File: config.mk
export PLATFORM = sky130hd
export DESIGN_NAME = fetch_queue_unit
export DESIGN_NICKNAME = d
export VERILOG_FILES = /design/src/rtl/fetch_queue_unit.sv
export SDC_FILE = /design/constraint.sdc
export NUM_CORES = 1
export LEC_CHECK = 0
export BUFFER_PORTS_ARGS = -buffer_cell sky130_fd_sc_hd__buf_2
export CAP_MARGIN = 20
export CELL_PAD_IN_SITES_DETAIL_PLACEMENT = 1
export CELL_PAD_IN_SITES_GLOBAL_PLACEMENT = 1
export CORE_ASPECT_RATIO = 1.5
export CORE_MARGIN = 3
export CORE_UTILIZATION = 53
export CTS_CLUSTER_DIAMETER = 60
export DETAILED_ROUTE_END_ITERATION = 10
export PLACE_DENSITY = 0.89
export SYNTH_ARGS = -nofsm -noshare
export SYNTH_HDL_FRONTEND = slang
export SYNTH_SLANG_ARGS = --single-unit
File: constraint.sdc
create_clock -name clk -period 9.9 [get_ports clk]
set_input_delay 0.99 -clock clk [delete_from_list [all_inputs] [get_ports clk]]
set_output_delay 0.99 -clock clk [all_outputs]
set_load 0.02 [all_outputs]
File: src/rtl/fetch_queue_unit.sv
// rtl/fetch_queue_unit.sv - sequential instruction fetch with outstanding-request credit and in-order instruction queue
//
// Purpose: issues sequential fetch PCs on an inst_sram-style split request/response
// bus, keeps up to OUTST requests in flight, buffers returned instructions in an
// IBUF_DEPTH-entry in-order queue for the predecode stage, flushes on redirect and
// tags misaligned PCs with ADEF.
//
// Ports:
//   clk, rstn                  clock, asynchronous active-low reset
//   redirect_valid/_pc         flush and restart fetch at redirect_pc
//   pD_allowin                 downstream ready
//   FpD_valid/_pc/_inst        queue head entry
//   FpD_ex/_ecode              head entry carries ADEF
//   inst_sram_req/_addr        fetch request
//   inst_sram_addr_ok          request accepted
//   inst_sram_data_ok/_rdata   in-order response

`ifndef ECODE_ADEF
`define ECODE_ADEF 8'h08
`endif

module fetch_queue_unit #(
   parameter logic [31:0] RESET_PC   = 32'h1c000000,
   parameter int          OUTST      = 2,
   parameter int          IBUF_DEPTH = 4
) (
   input  logic        clk,
   input  logic        rstn,
   input  logic        redirect_valid,
   input  logic [31:0] redirect_pc,
   input  logic        pD_allowin,
   output logic        FpD_valid,
   output logic [31:0] FpD_pc,
   output logic [31:0] FpD_inst,
   output logic        FpD_ex,
   output logic [7:0]  FpD_ecode,
   output logic        inst_sram_req,
   output logic [31:0] inst_sram_addr,
   input  logic        inst_sram_addr_ok,
   input  logic        inst_sram_data_ok,
   input  logic [31:0] inst_sram_rdata
);

   localparam int IW  = $clog2(OUTST + 1);
   localparam int CW  = $clog2(IBUF_DEPTH + 1);
   localparam int PPW = (OUTST > 1) ? $clog2(OUTST) : 1;
   localparam int QPW = (IBUF_DEPTH > 1) ? $clog2(IBUF_DEPTH) : 1;

   // fetch control state
   logic [31:0]    r_pc;
   logic           r_halt;
   logic [IW-1:0]  r_inflight;
   logic [IW-1:0]  r_discard;

   // pending-PC FIFO: one entry per accepted request, popped by each response
   logic [31:0]    r_pp_pc [OUTST];
   logic [PPW-1:0] r_pp_wr;
   logic [PPW-1:0] r_pp_rd;

   // instruction queue
   logic [31:0]    r_q_pc   [IBUF_DEPTH];
   logic [31:0]    r_q_inst [IBUF_DEPTH];
   logic           r_q_ex   [IBUF_DEPTH];
   logic [QPW-1:0] r_head;
   logic [QPW-1:0] r_tail;
   logic [CW-1:0]  r_count;

   logic           w_misaligned;
   logic           w_credit;
   logic           w_req;
   logic           w_accept;
   logic           w_resp;
   logic           w_keep;
   logic           w_adef;
   logic           w_push;
   logic           w_pop;
   logic           w_valid;
   logic [31:0]    w_push_pc;
   logic [31:0]    w_push_inst;
   logic [PPW-1:0] w_pp_wr_nxt;
   logic [PPW-1:0] w_pp_rd_nxt;
   logic [QPW-1:0] w_head_nxt;
   logic [QPW-1:0] w_tail_nxt;

   assign w_misaligned = (r_pc[1:0] != 2'b00);

   // Credit counts only registered occupancy; a same-cycle pop never frees a slot,
   // so inflight + count can never exceed the queue size.
   assign w_credit = (32'(r_inflight) < 32'(OUTST)) &&
                     ((32'(r_inflight) + 32'(r_count)) < 32'(IBUF_DEPTH));

   assign w_req    = rstn & ~r_halt & ~redirect_valid & ~w_misaligned & w_credit;
   assign w_accept = w_req & inst_sram_addr_ok;

   // A response with nothing in flight is a bus protocol error and is ignored.
   assign w_resp   = inst_sram_data_ok & (r_inflight != '0);
   assign w_keep   = w_resp & (r_discard == '0) & ~redirect_valid;

   // ADEF entry waits until the bus is fully drained so it lands behind every
   // older instruction in program order.
   assign w_adef   = ~r_halt & ~redirect_valid & w_misaligned &
                     (r_inflight == '0) & (r_discard == '0) &
                     (32'(r_count) < 32'(IBUF_DEPTH));

   // w_keep and w_adef are exclusive: w_adef needs nothing in flight.
   assign w_push      = w_keep | w_adef;
   assign w_valid     = (r_count != '0);
   assign w_pop       = w_valid & pD_allowin & ~redirect_valid;
   assign w_push_pc   = w_adef ? r_pc  : r_pp_pc[r_pp_rd];
   assign w_push_inst = w_adef ? 32'h0 : inst_sram_rdata;

   assign w_pp_wr_nxt = (r_pp_wr == PPW'(OUTST - 1))      ? '0 : r_pp_wr + PPW'(1);
   assign w_pp_rd_nxt = (r_pp_rd == PPW'(OUTST - 1))      ? '0 : r_pp_rd + PPW'(1);
   assign w_head_nxt  = (r_head  == QPW'(IBUF_DEPTH - 1)) ? '0 : r_head  + QPW'(1);
   assign w_tail_nxt  = (r_tail  == QPW'(IBUF_DEPTH - 1)) ? '0 : r_tail  + QPW'(1);

   always_ff @(posedge clk or negedge rstn) begin
      if (!rstn) begin
         r_pc       <= RESET_PC;
         r_halt     <= 1'b0;
         r_inflight <= '0;
         r_discard  <= '0;
         r_pp_wr    <= '0;
         r_pp_rd    <= '0;
         r_head     <= '0;
         r_tail     <= '0;
         r_count    <= '0;
      end else begin
         // The pending FIFO and inflight follow the bus regardless of flushes;
         // stale responses still pop their PC, they are just not queued.
         if (w_accept) r_pp_wr <= w_pp_wr_nxt;
         if (w_resp)   r_pp_rd <= w_pp_rd_nxt;
         case ({w_accept, w_resp})
            2'b10:   r_inflight <= r_inflight + IW'(1);
            2'b01:   r_inflight <= r_inflight - IW'(1);
            default: r_inflight <= r_inflight;
         endcase

         if (redirect_valid) begin
            r_pc    <= redirect_pc;
            r_halt  <= 1'b0;
            // Every in-flight response becomes stale. Responses already marked for
            // discard are a subset of inflight, so inflight alone is the new total;
            // a response arriving this cycle consumes one of them.
            r_discard <= r_inflight - IW'(w_resp);
            r_head  <= '0;
            r_tail  <= '0;
            r_count <= '0;
         end else begin
            if (w_accept) r_pc <= r_pc + 32'd4;
            if (w_adef)   r_halt <= 1'b1;
            if (w_resp && (r_discard != '0)) r_discard <= r_discard - IW'(1);
            if (w_push)   r_tail <= w_tail_nxt;
            if (w_pop)    r_head <= w_head_nxt;
            case ({w_push, w_pop})
               2'b10:   r_count <= r_count + CW'(1);
               2'b01:   r_count <= r_count - CW'(1);
               default: r_count <= r_count;
            endcase
         end
      end
   end

   // Storage needs no reset: every read of it is qualified by occupancy.
   always_ff @(posedge clk) begin
      if (w_accept) begin
         r_pp_pc[r_pp_wr] <= r_pc;
      end
      if (w_push && !redirect_valid) begin
         r_q_pc[r_tail]   <= w_push_pc;
         r_q_inst[r_tail] <= w_push_inst;
         r_q_ex[r_tail]   <= w_adef;
      end
   end

   // Bus outputs are gated by rstn so they read 0 for the whole reset window.
   assign inst_sram_req  = w_req;
   assign inst_sram_addr = rstn ? r_pc : 32'h0;

   assign FpD_valid = w_valid;
   assign FpD_pc    = w_valid ? r_q_pc[r_head] : 32'h0;
   assign FpD_ex    = w_valid & r_q_ex[r_head];
   assign FpD_inst  = (w_valid && !r_q_ex[r_head]) ? r_q_inst[r_head] : 32'h0;
   assign FpD_ecode = FpD_ex ? `ECODE_ADEF : 8'h00;

endmodule

# Yosys cells after proc, flatten, opt, wreduce, memory -nomap -nowiden
# Memory sizes are Yosys's and may differ from the RTL's.
# Cells that the tools add are included.
dict set report op_classes {
  reduce_logical 19
  mux 27
  n_lt_le_gt_ge 3
  bitwise_logic 20
  addsub 12
  eq_ne 6
}
# op count
set op_table {}
lappend op_table {{32-bit 2-to-1 mux} 7}
lappend op_table {{32-bit by 3-bit adder with 32-bit output (second input constant)} 1}
lappend op_table {{2-bit nonzero test} 9}
lappend op_table {{1-bit bitwise AND} 16}
lappend op_table {{2-bit 2-to-1 mux} 8}
lappend op_table {{2-bit equality test (second input constant)} 4}
lappend op_table {{1-bit 2-to-1 mux} 8}
lappend op_table {{2-bit by 1-bit adder with 2-bit output (second input constant)} 3}
lappend op_table {{3-bit one-hot mux with 2 select lines} 1}
lappend op_table {{3-bit nonzero test} 2}
lappend op_table {{2-bit by 3-bit adder with 4-bit output} 1}
lappend op_table {{2-bit by 1-bit equality test with 1-bit output (second input constant)} 2}
lappend op_table {{1-bit logical AND} 4}
lappend op_table {{2-bit logical NOT} 2}
lappend op_table {{4-bit by 3-bit < comparator with 1-bit output (second input constant)} 1}
lappend op_table {{4-bit 2-to-1 mux} 1}
lappend op_table {{2-bit one-hot mux with 2 select lines} 1}
lappend op_table {{2-bit by 1-bit subtractor with 2-bit output (second input constant)} 2}
lappend op_table {{3-bit by 1-bit adder with 3-bit output (second input constant)} 1}
lappend op_table {{3-bit < comparator (second input constant)} 1}
lappend op_table {{3-bit 2-to-1 mux} 1}
lappend op_table {{1-bit inverter} 3}
lappend op_table {{3-bit by 1-bit subtractor with 3-bit output (second input constant)} 1}
lappend op_table {{1-bit adder (second input constant)} 2}
lappend op_table {{4 further kinds} 5}
dict set report word_totals {
  ramBits 324
  in_bits 70
  ff_bits 46
  memories 4
  word_cells 100
}
# name depth word_bits rd rd_ports_with_merged_regs write_ports line_no
set memory_table {}
lappend memory_table {r_q_inst 4 32 1 0 1 62} ;# logic [31:0] r_q_inst [IBUF_DEPTH];
lappend memory_table {r_q_pc 4 32 1 0 1 61} ;# logic [31:0] r_q_pc [IBUF_DEPTH];
lappend memory_table {r_pp_pc 2 32 1 0 1 56} ;# logic [31:0] r_pp_pc [OUTST];
lappend memory_table {r_q_ex 4 1 1 0 1 63} ;# logic r_q_ex [IBUF_DEPTH];

# Depth between registers and ports, before layout
# Gate-level depths: netlist of the first run.
dict set report logic_depth {
  word_depth 10
  depth_mapped 10
}

# Least setup slack after synthesis of the first run
# OpenSTA, ideal clock, no wires.
dict set report synth_timing {
  path_type {in2reg}
  from {input port redirect_valid}
  to {memory r_q_ex[0] (enable)}
  stages 5
  arrival_ps 3256
  path_buffers 1
  setup_ps 430
  slack_ps 6214
  path_cell_list {nor2_1 > nand4b_1 > o21ai_1 > buf_4 > and2_1}
}
dict set report synth_between {
  elab_chain_len 10
  elab_cells_between_ends 12
  cone_classes {mux: 2; bitwise: 8; reduce/logical: 2}
}
# item line_no
set synth_lines {}
lappend synth_lines {{start: declaration} 29} ;# input logic redirect_valid,
lappend synth_lines {{1-bit inverter} {97, 101}}
lappend synth_lines {{1-bit bitwise AND (3 in a row)} 101} ;# assign w_adef = ~r_halt & ~redirect_valid & w_misaligned &
lappend synth_lines {{1-bit bitwise AND (2 in a row)} 102} ;# (r_inflight == '0) & (r_discard == '0) &
lappend synth_lines {{1-bit bitwise OR} 106} ;# assign w_push = w_keep | w_adef;
lappend synth_lines {{1-bit logical AND (*)} 169} ;# if (w_push && !redirect_valid) begin
lappend synth_lines {{1-bit 2-to-1 mux (*)} 169}
lappend synth_lines {{1-bit 2-to-1 mux (not written as such) (*)} 172} ;# r_q_ex[r_tail] <= w_adef;
lappend synth_lines {{end: declaration} 63}
# Mark *: on every way between the ends. The rest lies on a longest branch, timed or not.

# Worst setup path in the final report of the first run
dict set report layout_timing {
  from {register r_head[0]}
  to {output port FpD_pc[31]}
}
dict set report layout_between {
  elab_chain_len 2
}
# item line_no
set layout_lines {}
lappend layout_lines {{start: declaration} 64} ;# logic [QPW-1:0] r_head;
lappend layout_lines {{start signal: assignment} 154} ;# if (w_pop) r_head <= w_head_nxt;
lappend layout_lines {{memory 4 x 32 bit} n/a}
lappend layout_lines {{32-bit 2-to-1 mux} 181} ;# assign FpD_pc = w_valid ? r_q_pc[r_head] : 32'h0;
lappend layout_lines {{end: declaration} 33} ;# output logic [31:0] FpD_pc,
# No other way between the ends.

==> results of run 1 <==
==> state kept, by name, summed over array words and instances, names as in the netlist, 2 cells and up <==
signal / count
r_count: 3
r_discard: 2
r_head: 2
r_inflight: 2
r_pc: 32
r_pp_pc: 64
r_q_ex: 4
r_q_inst: 128
r_q_pc: 128
r_tail: 2
==> metal layers <==
| layer | up-vias | GRT usage | routed length [um] |
|---|---|---|---|
| li1 | 4011 | - | - |
| met1 | 4595 | 0.303 | 14500 |
| met2 | 329 | 0.438 | 20400 |
| met3 | 75 | 0.0304 | 1840 |
| met4 | 0 | 0.0938 | 1340 |
| met5 | - | 0 | 0 |
==> metrics by stage <==
stage               std cells   util  hold WS (ns)  worst slack, ns  area, um2
detailed placement       1488  0.582         0.580             6.03      16800
global route             1549  0.618         0.378             5.58      17900
global placement         1488  0.582         0.556             6.28      16800
floorplan                 986      -         0.437             6.21      15700
CTS                      1548  0.618         0.356             5.67      17900
finish                   1549  0.618         0.374             5.79      17900
==> where the power goes <==
part / total, mW / internal, mW / leakage, nW / switching [mW]
Clock: 1.26 / 0.708 / 0.519 / 0.552
Combinational: 0.957 / 0.402 / 2.45 / 0.554
Sequential: 1.99 / 1.85 / 3.48 / 0.142
Total: 4.21 / 2.96 / 6.44 / 1.25
==> layout make-up <==
cell class,instances,area (um2),area share
repair buffers,176,898,0.0502
flip-flops and latches,370,10900,0.609
diodes,1,2.50,0.000140
well taps,390,488,0.0273
inverters,19,71.3,0.00399
clock inverters,20,154,0.00861
multi-input cells,533,4470,0.250
clock buffers,40,905,0.0506
==> cells in the final DEF (no fill, tap or decap), types with 4 or more instances in the layout <==
master,instances
o311ai_0,8
buf_2,169
and2_4,4
conb_1,7
clkbuf_16,35
o21ai_0,22
mux2_2,4
mux2i_1,40
nor2b_1,37
nand2_1,39
nand4_1,8
ha_1,10
and4_1,9
dfrtp_1,40
mux4_2,65
xor2_1,6
clkinv_1,7
inv_1,18
clkbuf_1,4
nor2_1,48
nand3_1,18
xnor2_1,8
buf_4,7
nor3_1,7
o211ai_1,9
and2_1,100
a21oi_1,41
and3_1,6
clkinv_2,7
edfxtp_1,324
==> worst max-delay path by stage <==
stage,slack [ns],to
finish,5.79,FpD_pc[31]
CTS,5.67,FpD_pc[21]
floorplan,6.21,r_q_ex[0]
global route,5.58,FpD_pc[31]
detailed placement,6.03,r_count[2]
global placement,6.28,r_q_inst[3][18]
==> worst max-delay path, cell delays in order (launching register included) <==
cell	delay [ns]
dfrtp_4	0.85
buf_4	0.69
mux4_2	0.64
and2_1	0.19
buf_2	0.16
==> kinds of logic after synthesis <==
family	share of synthesized area
multiplexers	0.122
flip-flops	0.694
other	0.000239
AND/OR/NAND/NOR	0.106
XOR/XNOR	0.00781
adder cells (fa/ha/maj)	0.00925
buffers and inverters	0.0240
AO/OA/AOI/OAI	0.0379
==> out/metrics.yaml, run 1 <==
clock-root-buffer: "clkbuf_16"
cp_max_fo: 36
crit_type: "flop to primary output"
ys_seq_area_frac: 0.694
finalWirelength_mm: 38.1
synth_area_per_cell_um2: 16.0
yosysTopAreaCell: "edfxtp_1"
drive_gt1_frac: 0.270
worst_pin_slew_ns: 1.08
first_iter_violations: 627
path_clk_slew_ns: 0.07
place_congestion: 0.785
synth_cell_types: 53
grt_max_degree: 99
grt_pass1_vias: 9901
via_per_inst: 5.82
hp-class: "primary input to async pin"
outcome: "complete, no violations"
synth_edf_count: 324
cts_tree: "done"
skew_ns: 0.0194
grtUsageTotal: 0.244
worstSkewPairLatency_ns: 0.52
numCtsBuffers: 34
yosys_register_bits: 370
total_power_mw: 4.21
rr_worst_depth: 8
slew_headroom: 0.279
leakagePower_nw: 6.44
yosysWarnings: 0
area_delta_synth_final_pct: 13.9
setup_violations: 0
route.detailed.drc: 0
crit_start: "r_head[0]"
first_pass_iters: 4
endpoint_kind: "primary output"
rsz0062_at_grt: "false"
arrival_ns: 3.12
die_area_mm2: 0.0318
syn_area_mm2: 0.0157
clk_path_buf_depth: 3
ir_drop_mv: 0.101
antenna_left: 0
wl_per_cell_um: 24.6
cp.required_ns: 8.91
start_util: 0.543
cts_setup_buffers: 0
hpwl_mm: 23.7
synth_ff_type: "edfxtp_1"
fin_setup_tns_ns: 0
coreArea_mm2: 0.0289
reg2reg_slack_ns: 6.48
antenna_found_initial: 1
port_buffers: 169
htree_levels: 2
reg2reg_to: "r_count[2]"
cts-hold-fix-buffers: 0
startpoint_type: "flop"
slew_viol_final: 0
yosys.cell_count.top_type: "edfxtp_1"
timing.final.crit_period_ns: 4.11
fin_nets: 1215
maxCapViolCount: 0
cts.sinks: 370
num_vias: 9010
synth_cells: 980
overflow: 0
max_clock_freq_mhz: 243
crit-reg2reg-launch: "r_count[2]"
synth_top_area_frac: 0.620
grt_first_pass_wirelength_mm: 59.4
synthArstFlopShare: 0.124
fp.dieW_um: 146
rows: 76
synth_area_leaders: "edfxtp_1 62%, mux4_2 9.3%, dfrtp_1 6.9%"
report.final.hold_viol_count: 0
synth_commonest_cells: "324 x edfxtp_1, 104 x and2_1, 65 x mux4_2"
powerDensity_mw_per_mm2: 235
finalCritPeriodShare: 0.415
io_pins: 177
nFillCells: 2764
die_h_um: 217
ctsResizeCount: 0
Note: power is estimated with default switching activity, not from simulation.
==> run 2: changes to the inputs <==
--- a/config.mk
+++ b/config.mk
@@ -11,10 +11,10 @@
 export CELL_PAD_IN_SITES_GLOBAL_PLACEMENT = 1
 export CORE_ASPECT_RATIO = 1.5
 export CORE_MARGIN = 3
-export CORE_UTILIZATION = 53
+export CORE_UTILIZATION = 49
 export CTS_CLUSTER_DIAMETER = 60
 export DETAILED_ROUTE_END_ITERATION = 10
-export PLACE_DENSITY = 0.89
+export PLACE_DENSITY = 0.83
 export SYNTH_ARGS = -nofsm -noshare
 export SYNTH_HDL_FRONTEND = slang
 export SYNTH_SLANG_ARGS = --single-unit
==> constraint.sdc (replaced) <==
create_clock -name clk -period 3.8 [get_ports clk]
set_input_delay 0.38 -clock clk [delete_from_list [all_inputs] [get_ports clk]]
set_output_delay 0.38 -clock clk [all_outputs]
set_load 0.02 [all_outputs]
==> run 2 against run 1 <==
  * Die area up 7.9%
  * Critical path type unchanged
  * Design area up 1.3%
  * Non-clock buffer count up 7
  * Global-route usage down 3.3 points
  * Clock power rose to 2.8 times the previous value
  * Sequential share of layout area down 0.78 points
  * Total power rose to 2.7 times the previous value
  * Critical path depth unchanged
==> out/metrics.yaml, run 2 (synthesis results as in run 1) <==
outcome: "complete, no violations"  # unchanged
finalWirelength_mm: 36.1  # was 38.1 mm
cts_setup_buffers: 0  # unchanged
clk_path_buf_depth: 3  # unchanged
drive_gt1_frac: 0.278  # was 0.270
path_clk_slew_ns: 0.07  # about the same
cp.required_ns: 3.42  # was 8.91 ns
num_vias: 8793  # was 9010
die_area_mm2: 0.0343  # was 0.0318 mm2
numCtsBuffers: 35  # was 34
crit_chain: "mux4_2, or2_2, nor2b_1, buf_2"  # was buf_4, mux4_2, and2_1, buf_2
place_congestion: 0.824  # was 0.785
first_iter_violations: 436  # was 627
max_stage_delay_ns: 0.77  # was 0.85 ns
fin_setup_tns_ns: 0  # unchanged
leakagePower_nw: 6.55  # was 6.44 nW
ctsResizeCount: 0  # unchanged
via_per_inst: 5.60  # was 5.82
setup_violations: 0  # unchanged
overflow: 0  # unchanged
rows: 79  # was 76
arrival_ns: 2.65  # was 3.12 ns
dp_cells: 1510  # was 1488
slew_headroom: 0.288  # was 0.279
holdWs_ns: 0.0647  # was 0.374 ns
use_met2: 0.389  # was 0.438
slew_viol_final: 0  # unchanged
start_util: 0.501  # was 0.543
endpoint_kind: "primary output"  # unchanged
diodes: 0  # was 1
htree_levels: 2  # unchanged
gr-max-usage-layer: "met2"  # unchanged
use_met1: 0.259  # was 0.303
cp_max_fo: 36  # unchanged
maxCapViolCount: 0  # unchanged
fp.dieW_um: 152  # was 146 um
wl_per_cell_um: 23.0  # was 24.6 um
largestRegisters: "r_q_inst x128, r_q_pc x128, r_pp_pc x64"  # unchanged
grtUsageTotal: 0.211  # was 0.244
antenna_found_initial: 0  # was 1
rsz0062_at_grt: "false"  # unchanged
use_met3: 0.0284  # was 0.0304
powerDensity_mw_per_mm2: 616  # was 235 mW/mm2
layout_commonest_cell: "edfxtp_1"  # unchanged
area_delta_synth_final_pct: 15.4  # was 13.9%
instances_no_fill: 1571  # was 1549
hp-class: "primary input to flop"  # was primary input to async pin
die_h_um: 225  # was 217 um
grt_max_degree: 99  # unchanged
port_buffers: 169  # unchanged
max_clock_freq_mhz: 330
cts.sinks: 370  # unchanged
worstSkewPairLatency_ns: 0.52  # about the same
layout_setup_ws_ns: 0.770  # was 5.79 ns
first_pass_iters: 4  # unchanged
timing.final.crit_period_ns: 3.03
io_pins: 177  # unchanged
final_cell_mix: "324 x edfxtp_1, 169 x buf_2, 100 x and2_1"  # unchanged
hpwl_mm: 23.1  # was 23.7 mm
antenna_left: 0  # unchanged
grt_first_pass_wirelength_mm: 56.2  # was 59.4 mm
coreArea_mm2: 0.0313  # was 0.0289 mm2
clock-root-buffer: "clkbuf_16"  # unchanged
slowest_stage: "dfrtp_4"  # unchanged
nFillCells: 2993  # was 2764
finalCritPeriodShare: 0.797
fin_nets: 1223  # was 1215
ir_drop_mv: 0.336  # was 0.101 mV
route.detailed.drc: 0  # unchanged
skew_ns: 0.0168  # was 0.0194 ns
report.final.hold_viol_count: 0  # unchanged
grt_pass1_vias: 9594  # was 9901
startpoint_type: "flop"  # unchanged
place_ws_ns: 0.985  # was 6.03 ns
crit_type: "flop to primary output"  # unchanged
cts_tree: "done"  # unchanged
worst_pin_slew_ns: 1.07  # was 1.08 ns
cts-hold-fix-buffers: 0  # unchanged
[run 2: final cells by class]
class                   count  area, um2  area share
clock buffers              43        968      0.0535
well taps                 405        507      0.0280
clock inverters            18        191      0.0106
multi-input cells         533       4470       0.247
inverters                  19       71.3     0.00394
flip-flops and latches    370      10900       0.601
repair buffers            183       1010      0.0560
[run 2: worst paths after layout]
kind                                 start             to  slack (ns)  depth (start not counted)
setup / recovery                 r_head[1]   FpD_inst[27]        0.77                          4
hold / removal             redirect_pc[19]       r_pc[19]        0.06                          3
setup reg to reg             r_inflight[1]     r_count[2]        0.98                          7
hold reg to reg                    r_pc[5]  r_pp_pc[1][5]        0.59                          0
max in group asynchronous             rstn      r_head[0]        3.00                          2
min in group asynchronous             rstn       r_pc[21]        0.11                          2
[run 2: critical path: cells and delay by family, from the launching register on]
family | cells | cell delay, ns
and+or+nand+nor | 2 | 0.76
buffers and inverters | 1 | 0.19
muxes | 1 | 0.40
DFF | 1 | 0.77
[run 2: metal layers]
layer,share of wire,vias up
li1,-,4031
met1,0.40,4484
met2,0.54,225
met3,0.039,53
met4,0.026,0
met5,0,-
[run 2: power by group]
part / internal (mW) / total [mW] / switching (mW) / leakage, nW
Clock: 2.08 / 3.53 / 1.45 / 0.573
Sequential: 4.81 / 5.10 / 0.287 / 3.48
Combinational: 1.07 / 2.53 / 1.46 / 2.50
Total: 7.97 / 11.2 / 3.20 / 6.55
[run 2: stage by stage]
| step | area (um2) | power, mW | utilization |
|---|---|---|---|
| floorplan | 15700 | 6.90 | - |
| global placement | 17000 | 7.64 | 0.541 |
| detailed placement | 17000 | 7.76 | 0.541 |
| CTS | 18100 | 11.3 | 0.578 |
| global route | 18100 | 11.7 | 0.578 |
| finish | 18100 | 11.2 | 0.578 |
